--- src/rtl/fetch_stage.sv ---
// Fetch stage: owns the PC and next-PC selection, and runs a
// single-outstanding request/response handshake with instruction memory.
module fetch_stage #(
   parameter int ADDRESS_WIDTH = 32,
   parameter int DATA_WIDTH = 32,
   parameter logic [ADDRESS_WIDTH-1:0] RESET_PC = '0,
   parameter logic [DATA_WIDTH-1:0] NOP_INSTR = 32'h0000_0013
) (
   input  logic                     clk,
   input  logic                     rst,
   input  logic                     stallf,
   input  logic                     pcsrce,
   input  logic [ADDRESS_WIDTH-1:0] pctargete,
   output logic                     imem_req,
   output logic [ADDRESS_WIDTH-1:0] imem_addr,
   input  logic                     imem_rvalid,
   input  logic [DATA_WIDTH-1:0]    imem_rdata,
   output logic [DATA_WIDTH-1:0]    instrf,
   output logic [ADDRESS_WIDTH-1:0] pcf,
   output logic [ADDRESS_WIDTH-1:0] pcplus4f,
   output logic                     validf
);

   localparam logic [1:0] FETCH = 2'd0;
   localparam logic [1:0] READY = 2'd1;
   localparam logic [1:0] DRAIN = 2'd2;

   logic [1:0]               state;
   logic [1:0]               state_nxt;
   logic [ADDRESS_WIDTH-1:0] pc_nxt;
   logic [DATA_WIDTH-1:0]    ibuf;
   logic [DATA_WIDTH-1:0]    ibuf_nxt;
   logic [ADDRESS_WIDTH-1:0] target;

   assign target    = {pctargete[ADDRESS_WIDTH-1:2], 2'b00};
   assign pcplus4f  = pcf + ADDRESS_WIDTH'(4);
   assign imem_addr = pcf;
   assign imem_req  = !rst && (state == FETCH);

   always_comb begin
      validf = 1'b0;
      instrf = NOP_INSTR;
      if (!rst) begin
         unique case (state)
            FETCH: begin
               if (!pcsrce && imem_rvalid) begin
                  validf = 1'b1;
                  instrf = imem_rdata;
               end
            end
            READY: begin
               if (!pcsrce) begin
                  validf = 1'b1;
                  instrf = ibuf;
               end
            end
            default: ;
         endcase
      end
   end

   // Redirect always takes priority over stall; a squashed response is
   // drained in DRAIN so it can never be mistaken for the new target.
   always_comb begin
      state_nxt = state;
      pc_nxt    = pcf;
      ibuf_nxt  = ibuf;
      unique case (state)
         FETCH: begin
            if (pcsrce) begin
               pc_nxt    = target;
               state_nxt = imem_rvalid ? FETCH : DRAIN;
            end else if (imem_rvalid && !stallf) begin
               pc_nxt = pcplus4f;
            end else if (imem_rvalid) begin
               ibuf_nxt  = imem_rdata;
               state_nxt = READY;
            end
         end
         READY: begin
            if (pcsrce) begin
               pc_nxt    = target;
               state_nxt = FETCH;
            end else if (!stallf) begin
               pc_nxt    = pcplus4f;
               state_nxt = FETCH;
            end
         end
         DRAIN: begin
            if (pcsrce) pc_nxt = target;
            if (imem_rvalid) state_nxt = FETCH;
         end
         default: state_nxt = FETCH;
      endcase
   end

   always_ff @(posedge clk) begin
      if (rst) begin
         pcf   <= RESET_PC;
         state <= FETCH;
         ibuf  <= NOP_INSTR;
      end else begin
         pcf   <= pc_nxt;
         state <= state_nxt;
         ibuf  <= ibuf_nxt;
      end
   end

endmodule
--- config.mk ---
export PLATFORM = sky130hd
export DESIGN_NAME = fetch_stage
export DESIGN_NICKNAME = d
export VERILOG_FILES = /design/src/rtl/fetch_stage.sv
export SDC_FILE = /design/constraint.sdc
export NUM_CORES = 1
export LEC_CHECK = 0
export CAP_MARGIN = 20
export CORE_MARGIN = 3
export CORE_UTILIZATION = 30
export DETAILED_ROUTE_END_ITERATION = 7
export PLACE_DENSITY_LB_ADDON = 0.12
export RECOVER_POWER = 100
export SLEW_MARGIN = 10
export SYNTH_ARGS = -nofsm -noshare
export SYNTH_HDL_FRONTEND = slang
export SYNTH_SLANG_ARGS = --single-unit
--- constraint.sdc ---
create_clock -name clk -period 4.6 [get_ports clk]
set_input_delay 0.46 -clock clk [delete_from_list [all_inputs] [get_ports clk]]
set_output_delay 0.46 -clock clk [all_outputs]
set_load 0.005 [all_outputs]
==> results.py, run 1 <==
metrics = {
    "status": {
        "status": "finished, violations left",
        "violations": "capacitance limit, slew limit",
    },
    "place": {
        "routabilityCongestion": 0.8338,
        "hpwl_um": 10360,
        "dp.cells": 880,
        "dp_slack_ns": 1.298,
        "placed_area_um2": 6030,
        "numPortBuffers": 190,
    },
    "timing": {
        "finalSetupTns_ns": 0,
        "hold_viol": 0,
        "tightest_slew_ns": 1.967,
        "fin_crit_ns": 4.046,
        "worst_slack_ns": 0.5544,
        "report.final.slew_viol_count": 90,
        "setup_viol": 0,
        "slew_headroom": -0.3117,
        "clock_skew_ns": 0.007570,
        "max_freq_mhz": 247.2,
        "fin_crit_sh": 0.8795,
        "grt_setup_unrepaired": "false",
    },
    "finish": {
        "area_growth_pct": 47.44,
        "num_antenna_cells": 0,
        "finalNonFillerCells": 897,
        "multi_input_area_um2": 2484,
        "seq_area_um2": 1281,
        "fill_cells": 1386,
        "drive_gt1_frac": 0.04577,
        "finalNetCount": 786,
        "final_design_area_no_fill_um2": 6265,
    },
    "synthesis": {
        "synthesis.area_um2": 4249,
        "synth.distinct_cells": 57,
        "yosysSeqAreaShare": 0.3015,
        "synth_ff_type": "dfxtp_1",
        "async_flop_share": 0,
        "synth_cells": 582,
        "avgSynthCellArea_um2": 7.301,
        "yosys_register_bits": 64,
        "synth_edf_count": 0,
        "synth_warnings": 0,
    },
    "critical_path": {
        "crit_type": "in -> out",
        "endpoint_kind": "primary output",
        "cp.required_ns": 4.14,
        "crit_path_start_kind": "input port",
        "cp_max_fo": 31,
        "critPathArrivalTime_ns": 3.59,
    },
    "detailed_routing": {
        "num_vias": 4705,
        "drc": 0,
        "drtIter0Drc": 349,
        "ant_nets": 0,
        "drt_pass1_iterations": 5,
        "drt-wirelength-per-cell_um": 16.69,
        "vias_per_cell": 5.245,
        "wirelength_um": 14970,
    },
    "flow_run": {
        "cap_viol_max_count": 2,
    },
    "clock_tree": {
        "cts_tree": "yes",
        "cts-root-buf": "clkbuf_16",
        "post-cts-setup-buffer-count": 0,
        "clk_latency_ns": 0.33,
        "cts_buffers": 9,
        "cts.sinks": 64,
        "cts_resized": 0,
        "clkTransAtPathRegs_ns": 0.05,
        "cts_max_path_buffers": 2,
        "htreeDepth": 3,
        "ctsHoldBuffers": 0,
    },
    "die": {
        "dieArea_um2": 15630,
        "initial_core_util": 0.3134,
        "io_pins": 199,
        "rows": 42,
        "dieWidth_um": 125.0,
        "coreArea_um2": 13560,
        "die_height_um": 125.0,
    },
    "global_routing": {
        "antenna_found_initial": 0,
        "grt_pass1_vias": 4344,
        "grt-ovfl-total": 0,
        "grt_pass1_wl_um": 23670,
        "grt_max_degree": 58,
        "track_usage": 0.1822,
    },
    "hold_path": {
        "worstHoldPathType": "reg -> reg",
    },
    "pwr": {
        "vdd_ir_drop_max_uv": 176.4,
        "leakagePower_nw": 2.452,
        "p_per_area_nw_per_um2": 260.0,
    },
}
-- power by group --
part	total, W	leakage, nW	switching [W]	internal (W)
sequential	0.000630	0.523	0.0000472	0.000583
clock	0.000656	0.134	0.000259	0.000397
combinational	0.000343	1.79	0.000152	0.000191
-- cells in the mapped netlist, types with 3 or more instances --
library cell	n	share of area
nand2_1	102	0.090
a22oi_1	36	0.064
xor2_1	13	0.027
nand2b_1	7	0.010
o22ai_1	4	0.0059
nand4_1	10	0.015
nand3b_1	7	0.012
clkbuf_1	41	0.036
or3_1	3	0.0044
a31oi_1	7	0.010
dfxtp_1	64	0.30
inv_1	4	0.0035
buf_4	36	0.064
mux2_2	3	0.0079
nor2_1	51	0.045
nor3_1	6	0.0071
o41ai_1	5	0.010
and2_1	6	0.0088
a21o_1	5	0.0088
o21ai_0	25	0.029
nand3_1	16	0.019
xnor2_1	15	0.031
a21oi_1	46	0.054
nand4b_1	3	0.0062
and3_1	6	0.0088
nor4b_1	4	0.0082
o31ai_1	8	0.014
nor4_1	9	0.013
buf_2	3	0.0035
-- final timing paths --
kind,startpoint,endpoint,slack [ns],depth (start not counted)
worst max-delay path,pcsrce,instrf[20],0.55,7
worst min-delay path,ibuf[31]$_SDFFE_PP0P_,ibuf[31]$_SDFFE_PP0P_,0.45,2
worst max register to register,state[1]$_SDFFE_PP0P_,ibuf[21]$_SDFFE_PP0P_,1.21,6
worst min register to register,ibuf[31]$_SDFFE_PP0P_,ibuf[31]$_SDFFE_PP0P_,0.45,2
-- cells by family after synthesis --
| kind of cell | synth area share |
|---|---|
| flops | 0.3015 |
| mux | 0.01266 |
| xor+xnor | 0.05772 |
| compound gates | 0.2291 |
| other cells | 0.0008825 |
| fa+ha+maj | 0.002944 |
| buf+inv | 0.1113 |
| simple gates | 0.2839 |
-- stage by stage --
stage	hold slack, ns	power (W)	utilization
detailed placement	0.4469	0.001009	0.4447
finish	0.4549	0.001629	0.4621
global placement	0.4421	0.001005	0.4436
floorplan	0.4368	0.0008046	-
CTS	0.4542	0.001675	0.4663
global route	0.4722	0.001718	0.4621
-- placed cells by master, fill, tap and decap left out, types with 5 or more instances in the layout --
cell / instances
a21o_1: 5
a21oi_1: 46
a22oi_1: 36
a31oi_1: 7
and3_1: 6
buf_4: 6
clkbuf_16: 9
clkdlybuf4s50_1: 78
conb_1: 6
dfxtp_1: 64
dlygate4sd3_1: 111
nand2_1: 102
nand2b_1: 7
nand3_1: 17
nand3b_1: 7
nand4_1: 10
nor2_1: 51
nor3_1: 6
nor4_1: 12
o21ai_0: 25
o31ai_1: 7
o41ai_1: 5
xnor2_1: 15
xor2_1: 13
-- sequential cells by signal, summed over array words and instances, names as in the netlist --
| signal | count |
|---|---|
| ibuf | 32 |
| imem_addr | 30 |
| state | 2 |
-- critical path: stages --
cell and delay [ns]:
clkdlybuf4s50_1 0.40, clkbuf_1 0.35, nor4b_2 0.30, clkbuf_1 1.12
a22oi_1 0.18, nor2_1 0.17, dlygate4sd3_1 0.58
-- metal layers --
metal,vias to the layer above,GRT usage,part of all wire
li1,2293,-,-
met4,0,0.03827,0.0097
met2,194,0.2857,0.46
met1,2208,0.2524,0.45
met5,-,0,0
met3,10,0.04989,0.072
-- area by class of cell --
cell class,count,share of cell area
sequential,64,0.2045
tap,176,0.03515
clock inverter,5,0.006391
inverter,4,0.002397
multi-input combinational,436,0.3964
clock buffer,11,0.04034
timing repair buffer,201,0.3148
No activity file was read; power rests on OpenSTA's default activity.
==> inputs of run 2 (changes only) <==
==> constraint.sdc (replaced) <==
create_clock -name clk -period 4.5 [get_ports clk]
set_input_delay 0.45 -clock clk [delete_from_list [all_inputs] [get_ports clk]]
set_output_delay 0.45 -clock clk [all_outputs]
set_load 0.005 [all_outputs]
==> results.py, run 2 (synthesis results as in run 1) <==
metrics = {
    "global_routing": {
        "grt_pass1_vias": 4539,
        "grt_pass1_wl_um": 24340,
        "grt-ovfl-total": 0,
        "antenna_found_initial": 0,
        "track_usage": 0.1866,
        "grt_max_degree": 77,
    },
    "finish": {
        "num_antenna_cells": 0,
        "layout_commonest_cell": "dlygate4sd3_1",
        "largest_register_ffs": 32,
        "drive_gt1_frac": 0.04703,
        "final_cell_mix": "dlygate4sd3_1, nand2_1, clkdlybuf4s50_1",
        "largest_register": "ibuf",
        "area_growth_pct": 49.59,
        "finalNetCount": 788,
    },
    "critical_path": {
        "crit_path_start_kind": "flop",
        "cp.required_ns": 4.05,
        "cp_max_fo": 8,
        "worstPathCellList": "ha_1, nand3_1, or4_1, nor4_1, xor2_1, clkdlybuf4s50_1",
        "endpoint_kind": "primary output",
        "crit_type": "reg -> out",
        "r2r_cells": 6,
        "cpMaxStageDelayCell": "or4_1",
        "max_stage_delay_ns": 0.76,
        "critPathArrivalTime_ns": 3.43,
    },
    "timing": {
        "tightest_slew_ns": 2.011,
        "max_freq_mhz": 257.8,
        "hold_viol": 0,
        "clock_skew_ns": 0.005553,
        "slew_headroom": -0.3410,
        "grt_setup_unrepaired": "false",
        "report.final.slew_viol_count": 89,
        "setup_viol": 0,
        "finalSetupTns_ns": 0,
        "fin_crit_ns": 3.878,
        "fin_crit_sh": 0.8619,
        "finalHoldWorstSlack_ns": 0.4562,
    },
    "status": {
        "violations": "capacitance limit, slew limit",
        "status": "finished, violations left",
    },
    "detailed_routing": {
        "drc": 0,
        "ant_nets": 0,
        "drtIter0Drc": 381,
        "vias_per_cell": 5.320,
        "drt-wirelength-per-cell_um": 16.77,
        "drt_pass1_iterations": 5,
        "wirelength_um": 15080,
        "num_vias": 4783,
    },
    "clock_tree": {
        "cts-root-buf": "clkbuf_16",
        "cts_buffers": 9,
        "clkTransAtPathRegs_ns": 0.06,
        "cts.sinks": 64,
        "ctsHoldBuffers": 0,
        "clk_latency_ns": 0.33,
        "cts_tree": "yes",
        "cts_resized": 0,
        "htreeDepth": 3,
        "cts_max_path_buffers": 2,
        "post-cts-setup-buffer-count": 0,
    },
    "flow_run": {
        "cap_viol_max_count": 2,
    },
    "die": {
        "dieArea_um2": 15630,
        "die_height_um": 125.0,
        "io_pins": 199,
        "dieWidth_um": 125.0,
        "initial_core_util": 0.3134,
        "coreArea_um2": 13560,
        "rows": 42,
    },
    "hold_path": {
        "holdPathStages": 2,
        "worstHoldPathType": "reg -> reg",
    },
    "pwr": {
        "p_per_area_nw_per_um2": 288.9,
        "power.total_w": 0.001836,
        "vdd_ir_drop_max_uv": 196.0,
        "leakagePower_nw": 2.523,
    },
    "place": {
        "numPortBuffers": 190,
        "routabilityCongestion": 0.8249,
        "hpwl_um": 10590,
    },
}
==> run 2: cell types whose count changed in the layout (fill, tap and decap cells not counted), sizes merged <==
| cell | change |
|---|---|
| buf | +3 |
| bufinv | +3 |
| clkbuf | -1 |
| clkdlybuf4s50 | -6 |
| clkinvlp | -2 |
| dlygate4sd3 | +6 |
| inv | -1 |
==> run 2: worst paths after layout <==
| kind | from | endpoint | slack [ns] |
|---|---|---|---|
| max reg2reg | state[1]$_SDFFE_PP0P_ | imem_addr[11]$_SDFFE_PP0P_ | 1.42 |
| min | ibuf[20]$_SDFFE_PP0P_ | ibuf[20]$_SDFFE_PP0P_ | 0.46 |
| max | imem_addr[2]$_SDFFE_PP0P_ | pcplus4f[28] | 0.62 |
| min reg2reg | ibuf[20]$_SDFFE_PP0P_ | ibuf[20]$_SDFFE_PP0P_ | 0.46 |
==> run 2: per-stage QoR <==
step	setup slack, ns	cell area, um^2	std cells	util
finish	0.6217	6356	899	0.4688
global route	0.4297	6356	899	0.4688
CTS	0.8489	6404	898	0.4723
detailed placement	1.220	6048	882	0.4461
global placement	1.252	6022	880	0.4442
floorplan	2.062	4268	587	-
==> run 2: power breakdown <==
part           switching (W)  internal [W]  total [W]
Sequential         0.0000480      0.000596   0.000644
Combinational       0.000156      0.000197   0.000353
Clock               0.000268      0.000571   0.000839
Total               0.000472       0.00136    0.00184
==> run 2: area by class of cell <==
| cell class | instances | area (um^2) |
|---|---|---|
| Sequential cell | 64 | 1281 |
| Timing Repair Buffer | 203 | 2007 |
| Tap cell | 176 | 220.2 |
| Inverter | 4 | 15.01 |
| Fill cell | 1391 | 7202 |
| Clock inverter | 5 | 102.6 |
| Clock buffer | 11 | 252.7 |
| Multi-Input combinational cell | 436 | 2477 |
==> run 2: critical path: cells and delay by family, from the launching register on <==
kind,cells,cell delay (ns)
DFF,1,0.45
xor gates and xnor gates,1,0.19
buffers and inverters,1,0.52
adders and majority gates,1,0.29
and+or+nand+nor,3,1.65
==> run 2: layer usage <==
| layer | share of wire | vias to the layer above | global-route usage | wire length, um |
|---|---|---|---|---|
| li1 | - | 2299 | - | - |
| met1 | 0.46 | 2278 | 0.2598 | 6922 |
| met2 | 0.46 | 193 | 0.2936 | 6974 |
| met3 | 0.066 | 13 | 0.03966 | 1001 |
| met4 | 0.012 | 0 | 0.05102 | 178 |
| met5 | 0 | - | 0 | 0 |
